File: config.mk
export PLATFORM = sky130hd
export DESIGN_NAME = fir_tap_sequencer_flat
export DESIGN_NICKNAME = d
export VERILOG_FILES = /design/src/rtl/fir_pkg.sv /design/src/rtl/fir_tap_sequencer_if.sv /design/src/rtl/fir_tap_counter.sv /design/src/rtl/fir_tap_sequencer.sv /design/src/flat_wrapper.sv
export SDC_FILE = /design/constraint.sdc
export NUM_CORES = 1
export LEC_CHECK = 0
export ABC_AREA = 1
export BUFFER_PORTS_ARGS = -buffer_cell sky130_fd_sc_hd__buf_4
export CORE_MARGIN = 3
export CORE_UTILIZATION = 35
export DETAILED_ROUTE_END_ITERATION = 10
export PLACE_DENSITY_LB_ADDON = 0.2
export SLEW_MARGIN = 10
export SYNTH_ARGS = -nofsm -noshare
export SYNTH_HDL_FRONTEND = slang
export SYNTH_SLANG_ARGS = --single-unit
File: constraint.sdc
create_clock -name clk -period 5.2 [get_ports clk]
set_clock_uncertainty 0.2 [all_clocks]
set_input_delay 0.26 -clock clk [delete_from_list [all_inputs] [get_ports clk]]
set_output_delay 0.26 -clock clk [all_outputs]
set_load 0.02 [all_outputs]
File: src/rtl/fir_pkg.sv
// Shared constants and state encoding for the 64-tap, 16-bit FIR coefficient path.
// The coefficient SRAM and the MAC import the same package so their widths stay in step.
package fir_pkg;

    localparam int NTAPS = 64;
    localparam int AW    = $clog2(NTAPS);
    localparam int DW    = 16;

    localparam logic [AW-1:0] LAST_TAP = AW'(NTAPS - 1);

    typedef enum logic [1:0] {
        IDLE,
        LOAD,
        RUN,
        DRAIN
    } seq_state_t;

    function automatic logic is_last_tap(input logic [AW-1:0] tap);
        return tap == LAST_TAP;
    endfunction

endpackage

File: src/rtl/fir_tap_sequencer_if.sv
// Host config, sample handshake, coefficient SRAM port and MAC strobes of the tap sequencer.
// The master side is the host/datapath environment; the slave side is the sequencer itself.
interface fir_tap_sequencer_if;
    import fir_pkg::*;

    logic          cfg_start;
    logic          cfg_valid;
    logic [DW-1:0] cfg_data;
    logic          cfg_ready;
    logic          load_done;
    logic          coef_loaded;
    logic          sample_valid;
    logic          sample_ready;
    logic [AW-1:0] cm_addr;
    logic          cm_w_en;
    logic [DW-1:0] cm_data_in;
    logic          mac_en;
    logic          mac_first;
    logic          mac_last;
    logic [AW-1:0] mac_tap;
    logic          busy;

    modport master (
        output cfg_start, cfg_valid, cfg_data, sample_valid,
        input  cfg_ready, load_done, coef_loaded, sample_ready,
        input  cm_addr, cm_w_en, cm_data_in,
        input  mac_en, mac_first, mac_last, mac_tap, busy
    );

    modport slave (
        input  cfg_start, cfg_valid, cfg_data, sample_valid,
        output cfg_ready, load_done, coef_loaded, sample_ready,
        output cm_addr, cm_w_en, cm_data_in,
        output mac_en, mac_first, mac_last, mac_tap, busy
    );

endinterface

File: src/rtl/fir_tap_counter.sv
// Tap index counter: clears to 0, advances on inc and saturates at the last tap,
// so a sweep or load can never wrap back onto tap 0.
module fir_tap_counter
    import fir_pkg::*;
(
    input  logic          clk,
    input  logic          rst_n,
    input  logic          clear,
    input  logic          inc,
    output logic [AW-1:0] count,
    output logic          terminal
);

    assign terminal = is_last_tap(count);

    always_ff @(posedge clk) begin
        if (!rst_n) begin
            count <= '0;
        end else if (clear) begin
            count <= '0;
        end else if (inc && !terminal) begin
            count <= count + AW'(1);
        end
    end

endmodule

File: src/rtl/fir_tap_sequencer.sv
// Coefficient SRAM controller for the FIR: streams host coefficients into the SRAM and,
// per accepted sample, sweeps taps 0..NTAPS-1 with MAC strobes aligned to the 1-cycle read.
module fir_tap_sequencer
    import fir_pkg::*;
(
    input logic                clk,
    input logic                rst_n,
    fir_tap_sequencer_if.slave bus
);

    seq_state_t    state;
    logic          rd_issue;
    logic          cnt_clear;
    logic          cnt_inc;
    logic [AW-1:0] cnt;
    logic          cnt_last;
    logic          cfg_hs;
    logic          sample_hs;

    fir_tap_counter u_tap_counter (
        .clk      (clk),
        .rst_n    (rst_n),
        .clear    (cnt_clear),
        .inc      (cnt_inc),
        .count    (cnt),
        .terminal (cnt_last)
    );

    // A pending cfg_start blocks sample acceptance so a reload always wins the tie.
    assign bus.cfg_ready    = (state == LOAD);
    assign bus.sample_ready = (state == IDLE) && bus.coef_loaded && !bus.cfg_start;
    assign bus.busy         = (state != IDLE);

    assign cfg_hs    = bus.cfg_valid && bus.cfg_ready;
    assign sample_hs = bus.sample_valid && bus.sample_ready;

    always_comb begin
        cnt_clear = 1'b0;
        cnt_inc   = 1'b0;
        unique case (state)
            IDLE: begin
                cnt_clear = bus.cfg_start || sample_hs;
            end
            LOAD: begin
                cnt_clear = cfg_hs && cnt_last;
                cnt_inc   = cfg_hs && !cnt_last;
            end
            RUN: begin
                cnt_inc = !cnt_last;
            end
            default: begin
            end
        endcase
    end

    // During RUN the counter always equals the address on cm_addr, so the next
    // read address is count+1; the MAC strobes trail the read issue by one cycle.
    always_ff @(posedge clk) begin
        if (!rst_n) begin
            state           <= IDLE;
            rd_issue        <= 1'b0;
            bus.coef_loaded <= 1'b0;
            bus.load_done   <= 1'b0;
            bus.cm_addr     <= '0;
            bus.cm_w_en     <= 1'b0;
            bus.cm_data_in  <= '0;
            bus.mac_en      <= 1'b0;
            bus.mac_first   <= 1'b0;
            bus.mac_last    <= 1'b0;
            bus.mac_tap     <= '0;
        end else begin
            bus.load_done <= 1'b0;
            bus.cm_w_en   <= 1'b0;
            bus.mac_en    <= rd_issue;
            bus.mac_first <= rd_issue && (bus.cm_addr == '0);
            bus.mac_last  <= rd_issue && is_last_tap(bus.cm_addr);
            if (rd_issue) begin
                bus.mac_tap <= bus.cm_addr;
            end

            case (state)
                IDLE: begin
                    if (bus.cfg_start) begin
                        state           <= LOAD;
                        bus.coef_loaded <= 1'b0;
                    end else if (sample_hs) begin
                        state       <= RUN;
                        rd_issue    <= 1'b1;
                        bus.cm_addr <= '0;
                    end
                end
                LOAD: begin
                    if (cfg_hs) begin
                        bus.cm_w_en    <= 1'b1;
                        bus.cm_addr    <= cnt;
                        bus.cm_data_in <= bus.cfg_data;
                        if (cnt_last) begin
                            state           <= IDLE;
                            bus.coef_loaded <= 1'b1;
                            bus.load_done   <= 1'b1;
                        end
                    end
                end
                RUN: begin
                    if (cnt_last) begin
                        state    <= DRAIN;
                        rd_issue <= 1'b0;
                    end else begin
                        bus.cm_addr <= cnt + AW'(1);
                    end
                end
                DRAIN: begin
                    state <= IDLE;
                end
                default: begin
                    state <= IDLE;
                end
            endcase
        end
    end

endmodule

File: src/flat_wrapper.sv
// flat-port wrapper written by rule: the top's interface ports become plain ports
module fir_tap_sequencer_flat import fir_pkg::*;
  (clk, rst_n, bus_cfg_start, bus_cfg_valid, bus_cfg_data, bus_sample_valid, bus_cfg_ready, bus_load_done, bus_coef_loaded, bus_sample_ready, bus_cm_addr, bus_cm_w_en, bus_cm_data_in, bus_mac_en, bus_mac_first, bus_mac_last, bus_mac_tap, bus_busy);
  fir_tap_sequencer_if bus_i ();
  input logic clk;
  input logic rst_n;
  input wire logic [$bits(bus_i.cfg_start)-1:0] bus_cfg_start;
  input wire logic [$bits(bus_i.cfg_valid)-1:0] bus_cfg_valid;
  input wire logic [$bits(bus_i.cfg_data)-1:0] bus_cfg_data;
  input wire logic [$bits(bus_i.sample_valid)-1:0] bus_sample_valid;
  output wire logic [$bits(bus_i.cfg_ready)-1:0] bus_cfg_ready;
  output wire logic [$bits(bus_i.load_done)-1:0] bus_load_done;
  output wire logic [$bits(bus_i.coef_loaded)-1:0] bus_coef_loaded;
  output wire logic [$bits(bus_i.sample_ready)-1:0] bus_sample_ready;
  output wire logic [$bits(bus_i.cm_addr)-1:0] bus_cm_addr;
  output wire logic [$bits(bus_i.cm_w_en)-1:0] bus_cm_w_en;
  output wire logic [$bits(bus_i.cm_data_in)-1:0] bus_cm_data_in;
  output wire logic [$bits(bus_i.mac_en)-1:0] bus_mac_en;
  output wire logic [$bits(bus_i.mac_first)-1:0] bus_mac_first;
  output wire logic [$bits(bus_i.mac_last)-1:0] bus_mac_last;
  output wire logic [$bits(bus_i.mac_tap)-1:0] bus_mac_tap;
  output wire logic [$bits(bus_i.busy)-1:0] bus_busy;
  assign bus_i.cfg_start = bus_cfg_start;
  assign bus_i.cfg_valid = bus_cfg_valid;
  assign bus_i.cfg_data = bus_cfg_data;
  assign bus_i.sample_valid = bus_sample_valid;
  assign bus_cfg_ready = bus_i.cfg_ready;
  assign bus_load_done = bus_i.load_done;
  assign bus_coef_loaded = bus_i.coef_loaded;
  assign bus_sample_ready = bus_i.sample_ready;
  assign bus_cm_addr = bus_i.cm_addr;
  assign bus_cm_w_en = bus_i.cm_w_en;
  assign bus_cm_data_in = bus_i.cm_data_in;
  assign bus_mac_en = bus_i.mac_en;
  assign bus_mac_first = bus_i.mac_first;
  assign bus_mac_last = bus_i.mac_last;
  assign bus_mac_tap = bus_i.mac_tap;
  assign bus_busy = bus_i.busy;
  fir_tap_sequencer u_core (.clk(clk), .rst_n(rst_n), .bus(bus_i));
endmodule
==> reports/results.tsv <==
metric	value	unit
status	complete, no violations	
FF-to-FF End	u_core.u_tap_counter.count[5]$_SDFFE_PP0P_	
EDFF count, synth	0	
Leak Pwr	0.00108	uW
setup_tns	0	ns
worst reg2reg setup slack	3.03	ns
top-count cell post-synth	nor2_1	
DR vias	1807	
syn nets	282	
Buffers on Ports	57	
routed wire length	4560	microns
Final ANT Viol Nets	0	
dpl hpwl	3370	microns
largest area contributor in the netlist	dfxtp_1	
Final setup viols	0	
Seq/Total Area, Yosys	46.0	%
start point of the critical path	u_core.state[1]$_SDFFE_PN0P_	
first-pass GRT wire length	7370	microns
Synth Warn #	0	
Max FO, Critical Path	18	
worst endpoint data arrival time	2.15	ns
Std-Cell Rows	25	
Post-Route Utilization	49.8	%
layout cells sized above 1	23.2	%
Worst Hold End	u_core.bus.cm_data_in[7]$_SDFFE_PN0P_	
Clk pin slew, worst setup/hold paths	0.08	ns
I/O pins	58	
layout overhead on the synthesized area	31.4	%
Worst Setup Path Type	reg2reg	
post-layout min period	2.17	ns
clock latency on the worst-skew pair	0.29	ns
initial antenna violation count	0	
crit share post-route	41.6	%
H-tree Lvls	2	
Tightest Pin Transition	0.431	ns
Reg2Reg Depth	9	
GRT met3 Usage	4.31	%
Final Net Count	336	
# diodes	0	
Worst Hold Depth	3	
TritonCTS Buffers	5	
drt pass-1 iters	4	
Synth Instances	256	
Final Hold Fails	0	
Tot GR Track Use	14.9	%
Worst Path Required	5.18	ns
post-CTS setup buffer count	0	
GR Util met1	19.2	%
Hold Crit Start	bus_cfg_data[7]	
main area contributors after synthesis	dfxtp_1 46%, nor2_1 10%, nand2_1 9.6%	
final total power	1160	uW
vias in the first global route	1615	
Commonest cells post-synth	52 x nor2_1, 48 x nand2_1, 43 x dfxtp_1, 34 x o21ai_0	
TritonCTS clock tree	built	
Distinct cells, synth	24	
Residual DRC	0	
Slew Limit Headroom	71.2	%
RSZ-0062 raised after global routing	false	
Fmax	462	MHz
GR peak layer	met2	
CTS Buffer Depth	2	
Initial Utilization	37.9	%
Crit. End Element	register	
Synth Flop Type	dfxtp_1	
clock sinks	43	
1st-iter DRT viols	55	
chip width	79.1	microns
Worst VDD drop	0.214	mV
largest net degree at the start of global routing	29	
Tightest Hold Check Type	in2reg	
met2 GRT Util	23.7	%
post-CTS sizing	0	
max_cap viols	0	
Setup crit start kind	register	
Async SR Flop Fraction	0	%
cts hold-fix bufs	0	
synthesized flop and latch total	43	
Die ar.	6260	sq um
Cell Pwr Density	470	nW/um^2
core area	4940	sq um
clock root cell	clkbuf_8	
max-slew violation count	0	
Synth Cell Area	1870	sq um
R2R Path Start	u_core.state[1]$_SDFFE_PN0P_	
top-area cell type share of the netlist area	46.0	%
routed len/inst	12.1	microns
FILL cells	504	
GP Congestion	0.853	
vias per cell	4.78	
grt total ovfl	0	
Avg Inst Size Synth	7.31	sq um
Die Height	79.1	microns
[metal layers]
layer | up-vias | share of wire, %
met5 | - | 0
met4 | 0 | 1.3
met3 | 5 | 6.7
met2 | 46 | 43
met1 | 824 | 49
li1 | 932 | -
[power by group]
group | internal, uW | switching [uW] | leakage [uW] | total, uW
combinational | 155 | 256 | 0.000664 | 410
sequential | 390 | 48.4 | 0.000349 | 438
clock | 192 | 115 | 0.0000654 | 307
total | 737 | 419 | 0.00108 | 1160
[how the worst max path moves through the flow]
| stage | endpoint | slack (ns) | cells after the start |
|---|---|---|---|
| finish | u_core.u_tap_counter.count[5]$_SDFFE_PP0P_ | 3.03 | 9 |
| global route | u_core.u_tap_counter.count[5]$_SDFFE_PP0P_ | 2.82 | 8 |
| CTS | u_core.u_tap_counter.count[4]$_SDFFE_PP0P_ | 3.02 | 9 |
| detailed placement | u_core.u_tap_counter.count[0]$_SDFFE_PP0P_ | 3.02 | 9 |
| global placement | u_core.u_tap_counter.count[3]$_SDFFE_PP0P_ | 3.06 | 9 |
| floorplan | u_core.u_tap_counter.count[3]$_SDFFE_PP0P_ | 3.39 | 10 |
[state kept, by name, summed over array words and instances (netlist names)]
| signal | count |
|---|---|
| u_core.bus.cm_addr | 6 |
| u_core.state | 2 |
| u_core.bus.mac_last | 1 |
| u_core.bus.mac_tap | 6 |
| u_core.bus.mac_en | 1 |
| u_core.rd_issue | 1 |
| u_core.bus.load_done | 1 |
| u_core.u_tap_counter.count | 6 |
| u_core.bus.mac_first | 1 |
| u_core.bus.coef_loaded | 1 |
| u_core.bus.cm_w_en | 1 |
| u_core.bus.cm_data_in | 16 |
[cells by family (layout without fill, tap and decap cells)]
group / after synthesis / count (layout) / synth area share (%)
AO/OA/AOI/OAI: 55 / 55 / 15.0
flip-flops: 43 / 43 / 46.0
adder cells (fa/ha/maj): 5 / 5 / 3.34
AND/OR/NAND/NOR: 120 / 120 / 27.5
XOR/XNOR: 1 / 1 / 0.468
buffers and inverters: 32 / 87 / 7.69
[metrics by stage]
step                area, sq um  instances  hold slack, ns  worst slack (ns)
global route               2460        378          0.0189              2.82
detailed placement         2330        370           0.266              3.02
finish                     2460        378          0.0113              3.03
floorplan                  1870        256           0.224              3.39
global placement           2330        370           0.254              3.06
CTS                        2460        378         0.00811              3.02
[cells in the final DEF (no fill, tap or decap), drive strengths merged]
cell and instances:
buf 57, nor2 54, nand2 49, dfxtp 43
o21ai 34, inv 21, a21oi 19, nand3 11
clkbuf 6, ha 5, nand4 3, bufinv 2
nor3 2, clkinv 1, a211oi 1, nor4 1
o21bai 1, xnor2 1
[layout make-up]
cell class	count	area (sq um)	share of cell area, %
Sequential cell	43	861	35.0
Timing Repair Buffer	57	428	17.4
Inverter	22	87.6	3.56
Tap cell	67	83.8	3.41
Multi-Input combinational cell	181	867	35.2
Clock inverter	2	60.1	2.44
Clock buffer	6	72.6	2.95
[worst max-delay path, stage by stage, from the launching register on]
cell and delay [ns]:
dfxtp_1 0.34, inv_1 0.08, ha_1 0.42, nand2_4 0.22, clkinv_4 0.19, nor2_4 0.05
nor3_4 0.33, inv_2 0.09, nand2_1 0.07, a21oi_1 0.06
Note: power is estimated with default switching activity, not from simulation.
